## src/rtl/riscv_pkg.sv

```systemverilog
// Shared RV64I encoding definitions: instruction format codes, opcodes and
// a helper for immediate range checks.
package riscv_pkg;

    typedef enum logic [2:0] {
        TIPO_I  = 3'd0,
        TIPO_S  = 3'd1,
        TIPO_SB = 3'd2,
        TIPO_U  = 3'd3,
        TIPO_UJ = 3'd4,
        TIPO_LI = 3'd5
    } tipo_t;

    localparam logic [6:0]  OP_IMM = 7'b0010011;
    localparam logic [6:0]  OP_LUI = 7'b0110111;
    localparam logic [31:0] NOP    = 32'h00000013;

    // True when imm[63:lsb] are all equal, i.e. the value sign-extends from bit lsb.
    function automatic logic top_equal(input logic [63:0] v, input int lsb);
        logic signed [63:0] s;
        s = $signed(v) >>> lsb;
        return (s == '0) || (s == '1);
    endfunction

endpackage

```

## src/rtl/imm_fit_check.sv

```systemverilog
// Combinational range/alignment check of a 64-bit immediate against the
// selected instruction format, plus the LI expansion class.
module imm_fit_check
    import riscv_pkg::*;
(
    input  logic [2:0]  tipo,
    input  logic [63:0] imm,
    output logic        ok,
    output logic        li_short,
    output logic        li_two_words
);

    logic eq11, eq12, eq20, eq31;
    logic li_window;
    logic lo_zero;

    assign eq11    = top_equal(imm, 11);
    assign eq12    = top_equal(imm, 12);
    assign eq20    = top_equal(imm, 20);
    assign eq31    = top_equal(imm, 31);
    assign lo_zero = (imm[11:0] == 12'h000);

    // LUI sign-extends bit 31, so this top window cannot be built with LUI+ADDI.
    assign li_window = (imm >= 64'h0000_0000_7FFF_F800) && (imm <= 64'h0000_0000_7FFF_FFFF);

    always_comb begin
        ok = 1'b0;
        case (tipo)
            TIPO_I, TIPO_S: ok = eq11;
            TIPO_SB:        ok = eq12 && !imm[0];
            TIPO_UJ:        ok = eq20 && !imm[0];
            TIPO_U:         ok = eq31 && lo_zero;
            TIPO_LI:        ok = eq31 && !li_window;
            default:        ok = 1'b0;
        endcase
    end

    assign li_short     = (tipo == TIPO_LI) && eq11;
    assign li_two_words = (tipo == TIPO_LI) && ok && !eq11 && !lo_zero;

endmodule

```

## src/rtl/imm_encoder.sv

```systemverilog
// RV64I immediate encoder: packs format fields and immediate into a 32-bit
// instruction word over a valid/ready stream; LI expands to one or two words.
module imm_encoder
    import riscv_pkg::*;
(
    input  logic        clk,
    input  logic        rst_n,
    input  logic        in_valid,
    output logic        in_ready,
    input  logic [2:0]  tipo,
    input  logic [6:0]  opcode,
    input  logic [2:0]  funct3,
    input  logic [4:0]  rd,
    input  logic [4:0]  rs1,
    input  logic [4:0]  rs2,
    input  logic [63:0] imm,
    output logic        out_valid,
    input  logic        out_ready,
    output logic [31:0] instr,
    output logic        erro,
    output logic        last
);

    typedef enum logic [1:0] {
        IDLE  = 2'd0,
        EMIT1 = 2'd1,
        EMIT2 = 2'd2
    } state_t;

    state_t      state;
    logic [4:0]  rd_q;
    logic [11:0] imm_lo_q;

    logic        ok, li_short, li_two_words;
    logic [19:0] hi;
    logic [31:0] word1, word2;
    logic        erro1, last1;

    imm_fit_check u_fit (
        .tipo         (tipo),
        .imm          (imm),
        .ok           (ok),
        .li_short     (li_short),
        .li_two_words (li_two_words)
    );

    // The ADDI low part is sign-extended, so round the upper part up when imm[11] is set.
    assign hi = imm[31:12] + {19'd0, imm[11]};

    always_comb begin
        word1 = NOP;
        erro1 = 1'b1;
        last1 = 1'b1;
        if (ok) begin
            erro1 = 1'b0;
            case (tipo)
                TIPO_I:  word1 = {imm[11:0], rs1, funct3, rd, opcode};
                TIPO_S:  word1 = {imm[11:5], rs2, rs1, funct3, imm[4:0], opcode};
                TIPO_SB: word1 = {imm[12], imm[10:5], rs2, rs1, funct3, imm[4:1], imm[11], opcode};
                TIPO_U:  word1 = {imm[31:12], rd, opcode};
                TIPO_UJ: word1 = {imm[20], imm[10:1], imm[11], imm[19:12], rd, opcode};
                TIPO_LI: begin
                    if (li_short) begin
                        word1 = {imm[11:0], 5'd0, 3'b000, rd, OP_IMM};
                    end else begin
                        word1 = {hi, rd, OP_LUI};
                        last1 = !li_two_words;
                    end
                end
                default: word1 = NOP;
            endcase
        end
    end

    assign word2    = {imm_lo_q, rd_q, 3'b000, rd_q, OP_IMM};
    assign in_ready = (state == IDLE);

    // Word 1 is packed from the live request at acceptance; word 2 only needs rd and imm[11:0].
    always_ff @(posedge clk or negedge rst_n) begin
        if (!rst_n) begin
            state     <= IDLE;
            out_valid <= 1'b0;
            instr     <= '0;
            erro      <= 1'b0;
            last      <= 1'b0;
            rd_q      <= '0;
            imm_lo_q  <= '0;
        end else begin
            case (state)
                IDLE: begin
                    if (in_valid) begin
                        state     <= EMIT1;
                        out_valid <= 1'b1;
                        instr     <= word1;
                        erro      <= erro1;
                        last      <= last1;
                        rd_q      <= rd;
                        imm_lo_q  <= imm[11:0];
                    end
                end
                EMIT1: begin
                    if (out_ready) begin
                        if (last) begin
                            state     <= IDLE;
                            out_valid <= 1'b0;
                        end else begin
                            state <= EMIT2;
                            instr <= word2;
                            erro  <= 1'b0;
                            last  <= 1'b1;
                        end
                    end
                end
                EMIT2: begin
                    if (out_ready) begin
                        state     <= IDLE;
                        out_valid <= 1'b0;
                    end
                end
                default: begin
                    state     <= IDLE;
                    out_valid <= 1'b0;
                end
            endcase
        end
    end

endmodule

```

## config.mk

```make
export PLATFORM = sky130hd
export DESIGN_NAME = imm_encoder
export DESIGN_NICKNAME = d
export VERILOG_FILES = /design/src/rtl/riscv_pkg.sv /design/src/rtl/imm_fit_check.sv /design/src/rtl/imm_encoder.sv
export SDC_FILE = /design/constraint.sdc
export NUM_CORES = 1
export LEC_CHECK = 0
export ABC_CLOCK_PERIOD_IN_PS = 1900
export CELL_PAD_IN_SITES_DETAIL_PLACEMENT = 1
export CELL_PAD_IN_SITES_GLOBAL_PLACEMENT = 1
export CORE_ASPECT_RATIO = 0.8
export CORE_MARGIN = 4
export CORE_UTILIZATION = 30
export CTS_CLUSTER_SIZE = 16
export DETAILED_ROUTE_END_ITERATION = 16
export MAX_ROUTING_LAYER = met4
export PLACE_DENSITY = 0.81
export SYNTH_ARGS = -nofsm -noshare
export SYNTH_HDL_FRONTEND = slang
export SYNTH_SLANG_ARGS = --single-unit
```

## constraint.sdc

```tcl
create_clock -name clk -period 1.9 [get_ports clk]
set_clock_uncertainty 0.2 [all_clocks]
set_input_delay 0.38 -clock clk [delete_from_list [all_inputs] [get_ports clk]]
set_output_delay 0.38 -clock clk [all_outputs]
set_load 0.02 [all_outputs]
```

### Yosys cells after proc, flatten, opt, wreduce, memory -nomap -nowiden

Index checks and enable logic that the tools add are counted.

| word-level totals | value |
|---|---|
| register bits after elaboration | 54 |
| output and inout port bits | 36 |
| logic and storage cells | 87 |
| input port bits | 96 |

| cells by class | value |
|---|---|
| add/sub/neg operators | 1 |
| eq/ne operators | 16 |
| order comparisons | 2 |
| reduce and logical (&&, ||, !) cells | 32 |
| mux-type cells | 29 |

Operators by type and width:

| operator | count |
|---|---|
| equality test 64 bit (second input constant) | 4 |
| zero test 64 bit | 4 |
| case mux 32 bit (6 select lines) | 1 |
| 2-to-1 mux 32 bit | 5 |
| greater-or-equal comparator 64 x 31 -> 1 bit (second input constant) | 1 |
| less-or-equal comparator 64 x 31 -> 1 bit (second input constant) | 1 |
| case mux 32 bit (2 select lines) | 1 |
| adder 20 x 1 -> 20 bit | 1 |
| 2-to-1 mux 1 bit | 13 |
| zero test 12 bit | 1 |
| != test 2 bit (second input constant) | 5 |
| logical AND 1 bit | 9 |
| 2-to-1 mux 2 bit | 4 |
| AND reduction 4 bit | 2 |
| equality test 3 x 2 -> 1 bit (second input constant) | 2 |
| equality test 3 bit (second input constant) | 2 |
| case mux 2 bit (3 select lines) | 1 |
| AND reduction 3 bit | 2 |
| zero test 1 bit | 5 |
| case mux 1 bit (5 select lines) | 1 |
| logical OR 1 bit | 4 |
| case mux 1 bit (2 select lines) | 2 |
| equality test 3 x 1 -> 1 bit (second input constant) | 1 |
| zero test 3 bit | 1 |
| 7 further kinds | 7 |

### Longest topological paths before layout

| logic depth | value |
|---|---|
| depth after elaboration | 14 |
| mapped depth | 9 |
| gate-level depth less buffers | 9 |

### Modules after synthesis

From an unflattened synthesis, not the netlist that was laid out.

| unflattened totals | value |
|---|---|
| cell total of the unflattened synthesis | 491 |
| area, all modules | 4012.6 um2 |

Modules (own cells, without submodules):

| module | area an instance (um2) | seq. area each (um2) | cells an instance | instances |
|---|---|---|---|---|
| imm_encoder | 3530.9 | 1351.3 | 412 | 1 |
| imm_fit_check | 481.7 | 0.0 | 79 | 1 |

### Least setup slack after synthesis

No wires, ideal clock.

| path | value |
|---|---|
| path kind | input to register |
| start | input imm[15] |
| end | register instr[12] |
| buffers on the path | 1 |
| setup time | 0.131 ns |
| arrival | 2.018 ns |
| required time | 1.569 ns |
| stages on the path | 8 |
| slack | -0.449 ns |
| cell sequence | buf_2 > nor4_1 > nand3_1 > or3_1 > nor3_2 > nor3_2 > a222oi_1 > o21ai_0 |

| between the ends | value |
|---|---|
| longest elaborated chain between the ends | 8 |
| elaborated cells on any way between the ends | 19 |
| classes of those cells | 2 x order compare; 2 x eq/ne; 6 x mux; 9 x reduce/logical |

RTL lines:

| item | RTL line | text |
|---|---|---|
| start, declared | imm_encoder.sv:16 | `input logic [63:0] imm,` |
| greater-or-equal comparator 64 x 31 -> 1 bit (tied with other cells) | imm_fit_check.sv:24 | `assign li_window = (imm >= 64'h0000_0000_7FFF_F800) && (imm <= 64'h0000_0000_7FFF_FFFF);` |
| logical AND 1 bit / logical OR 1 bit (equally long branches) | imm_fit_check.sv:24, riscv_pkg.sv:22 |  |
| zero test 1 bit / logical AND 1 bit (equally long branches) | imm_fit_check.sv:33, imm_fit_check.sv:38 |  |
| logical AND 1 bit / 2-to-1 mux 32 bit (equally long branches) | imm_fit_check.sv:33, imm_encoder.sv:63 |  |
| case mux 1 bit (5 select lines) / case mux 32 bit (6 select lines) (equally long branches) | imm_fit_check.sv:28, imm_encoder.sv:56 |  |
| 2-to-1 mux 32 bit (*) | imm_encoder.sv:54 | `if (ok) begin` |
| 2-to-1 mux 32 bit (*) | imm_encoder.sv:91 | `if (in_valid) begin` |
| case mux 32 bit (2 select lines) (*) | imm_encoder.sv:89 | `case (state)` |
| end signal, assigned | imm_encoder.sv:94 | `instr <= word1;` |
| end signal, assigned | imm_encoder.sv:108 | `instr <= word2;` |
| end, declared | imm_encoder.sv:19 | `output logic [31:0] instr,` |

Every way passes the cells marked *; elsewhere a longest branch is shown, timed or not. The select of a mux whose other input is x is not followed.
A chain may end at the register's enable or synchronous reset.

### Final worst setup path

| path | value |
|---|---|
| start | input imm[45] |
| end | register instr[23] |

The elaborated chain is that of the path after synthesis.

==> impl_metrics.csv <==
group,metric,value,unit
timing,rsz0062_at_grt,"true",
clocking,ctsRootBufferMaster,"clkbuf_16",
pwr,switching_share,39.5,%
cells_and_area,fin_area,8050,sq um
clocking,clock_latency,0.31,ns
timing,tns,-13.41,ns
routing,drtAntennaViolNets,0,
cells_and_area,final_common_cell,"buf_4",
pwr,power_frac_seq,30.8,%
yosys,synthDistinctLibCells,65,
timing,worst_slack,-0.523,ns
grt,antenna_found_initial,2,
place,hpwl,16.4,mm
timing,finalSetupViolCount,35,
cells_and_area,fill_cells,1477,
outcome,violations,"setup timing",
critical_path,critPathLaunchType,"primary input",
place,place.gp.congestion,0.925,
floorplan,die-area,15000,sq um
outcome,status,"finished, violations left",
cells_and_area,final_layout_size_suffix_gt1_share,49.1,%
cells_and_area,layout.nets,917,
timing,holdWs,0.214,ns
critical_path,cp_data_arrival_time,2.43,ns
place,dp.cells,933,
floorplan,core_area,12900,sq um
yosys,avgSynthCellArea,7.79,sq um
clocking,cts_tree,"yes",
floorplan,die_w,136,um
timing,max_freq,0.413,GHz
pwr,internal-power,3.16,mW
grt,grt.overflow.total,0,
yosys,synth_edf_count,0,
place,port_buffers,131,
clocking,cts_buffers,5,
critical_path,crit_fanout,5,
pwr,power_switching,2.07,mW
critical_path,crit_required,1.91,ns
cells_and_area,syn2layout_area_growth,104,%
cells_and_area,fin_util,62.6,%
clocking,clock_sinks,54,
grt,grt_use_total,32.5,%
routing,routed_wl,28.7,mm
timing,period_share,128,%
place,placed_area,6730,sq um
routing,vias,6233,
critical_path,r2r_slack,-0.25,ns
floorplan,rows,37,
timing,min_period,2.42,ns
pwr,power.density,650,nW/um^2
pwr,power,5.23,mW
yosys,yosys_most_used_dff,"dfrtp_1",
cells_and_area,instances_no_fill,996,
grt,grt_pass1_vias,6310,
yosys,syn_nets,605,
yosys,synth_seq_area_share,34.3,%
cells_and_area,final_cell_mix,"172 x buf_4, 94 x nand2_1, 54 x dfrtp_1, 45 x clkdlybuf4s50_1, 36 x buf_6",
critical_path,criticalPathCategory,"in -> reg",
grt,grt_start_max_net_pins,55,
critical_path,reg2regPathDepth,8,
routing,drcViolationCount,0,
hold_path,min_path_type,"in -> reg",
place,place_ws,-1.18,ns
routing,drtPass1Iterations,6,
grt,grt_pass1_wl,36.9,mm
pwr,p_leak,3.64,nW
clocking,cts_htree_levels,2,
pwr,peakVddDrop,0.564,mV
pwr,pwr-share-clk,21.9,%
yosys,postSynthCellCount,506,
timing,final_max_slew_viol_count,0,
timing,worstMarginPinSlew,0.503,ns
critical_path,end_kind,"flop",
floorplan,ioPinCount,132,
yosys,ys_async_sr_fraction,100,%
routing,drtIter0Drc,681,
routing,wl_per_cell,28.8,um
yosys,synthesis.area,3940,sq um
pwr,comb_power_share,47.3,%
timing,max_slew_margin,66.1,%
yosys,ys_ff_latch,54,
run,maxCapViolCount,0,
routing,via_per_inst,6.26,
hold_path,worst_hold_path.num_cells,4,
clocking,clkTransAtPathRegs,0.07,ns
yosys,yosys_warnings,0,
timing,hold_violations,0,
clocking,clock_path_buffers,2,
floorplan,initial_core_util,30.6,%
floorplan,die_h,111,um
-- layer usage --
| layer | vias to the layer above | global-route usage (%) | part of all wire [%] |
|---|---|---|---|
| met5 | - | - | 0 |
| li1 | 2508 | - | - |
| met2 | 473 | 55.4 | 49 |
| met3 | 174 | 5.74 | 8.0 |
| met4 | 0 | 13.5 | 7.1 |
| met1 | 3078 | 37.5 | 36 |
-- synthesized netlist by cell type (4+ instances only) --
master / count / area, sq um
nor3_1: 6 / 30.0
a22oi_1: 12 / 90.1
and3_1: 6 / 37.5
clkbuf_1: 17 / 63.8
o21ai_0: 35 / 175
xor2_1: 6 / 52.6
o21a_1: 5 / 37.5
inv_1: 8 / 30.0
a21oi_1: 35 / 175
a31oi_1: 5 / 31.3
mux2i_1: 4 / 40.0
nand3_1: 25 / 125
buf_2: 5 / 25.0
a211oi_1: 6 / 45.0
nor2_1: 38 / 143
mux2_2: 6 / 67.6
nor4_1: 18 / 113
nand2_1: 102 / 383
nand4_1: 17 / 106
o31ai_1: 6 / 45.0
xnor2_1: 7 / 61.3
o211ai_1: 5 / 37.5
buf_1: 4 / 15.0
a222oi_1: 4 / 40.0
a221oi_1: 5 / 43.8
nor2b_1: 5 / 31.3
dfrtp_1: 54 / 1350
o21ai_1: 6 / 30.0
-- cells by family (layout without fill, tap and decap cells) --
| logic type | after synthesis | count (layout) | share of synthesized area [%] |
|---|---|---|---|
| flops | 54 | 54 | 34.3 |
| simple gates | 238 | 239 | 29.4 |
| mux | 13 | 13 | 3.68 |
| compound gates | 148 | 148 | 24.7 |
| buf+inv | 37 | 349 | 4.06 |
| xor+xnor | 13 | 13 | 2.89 |
| fa+ha+maj | 3 | 3 | 0.953 |
| other cells | 0 | 2 | 0 |
-- final timing paths --
| kind | startpoint | end |
|---|---|---|
| worst max-delay path | imm[45] | instr[23] |
| worst min-delay path | imm[9] | imm_lo_q[9] |
| worst max register to register | state[0] | instr[19] |
| worst min register to register | imm_lo_q[6] | imm_lo_q[6] |
| max in group asynchronous | rst_n | instr[22] |
| min in group asynchronous | rst_n | instr[1] |
-- sequential cells by signal (all words and copies together) (netlist names) --
signal / cells
rd_q: 5
out_valid: 1
state: 2
last: 1
instr: 32
erro: 1
imm_lo_q: 12
-- final cells by class --
type / count / area, sq um / area share [%]
inverter: 9 / 38.8 / 0.482
antenna: 2 / 5.00 / 0.0622
clock buffer: 5 / 125 / 1.55
multi-input combinational: 416 / 3330 / 41.3
tap: 175 / 219 / 2.72
timing repair buffer: 332 / 2940 / 36.5
sequential: 54 / 1350 / 16.8
clock inverter: 3 / 48.8 / 0.606
-- worst max-delay path: stages --
cell and delay (ns):
buf_8 0.11, nor4_4 0.34, nand4_1 0.23, buf_4 0.20, or3_4 0.43, o22ai_4 0.26
buf_6 0.18, nor2_4 0.06, o31ai_2 0.24
-- power by group through the flow --
stage,logic [mW],registers (mW),clock network (mW)
floorplan,0.673,1.75,0
global placement,1.97,1.58,0
detailed placement,2.04,1.60,0
CTS,2.21,1.59,1.14
global route,2.58,1.63,1.20
finish,2.47,1.61,1.15
-- what timing repair did --
action                                  CTS  global route
resized for setup                       380            85
endpoints found under the hold margin    54             0
pin swaps                                55            45
setup buffers                            33            25
cloned                                    3             0
endpoints found under the setup margin   54            59
hold buffers                              1             0
(Power assumes the default switching activity.)
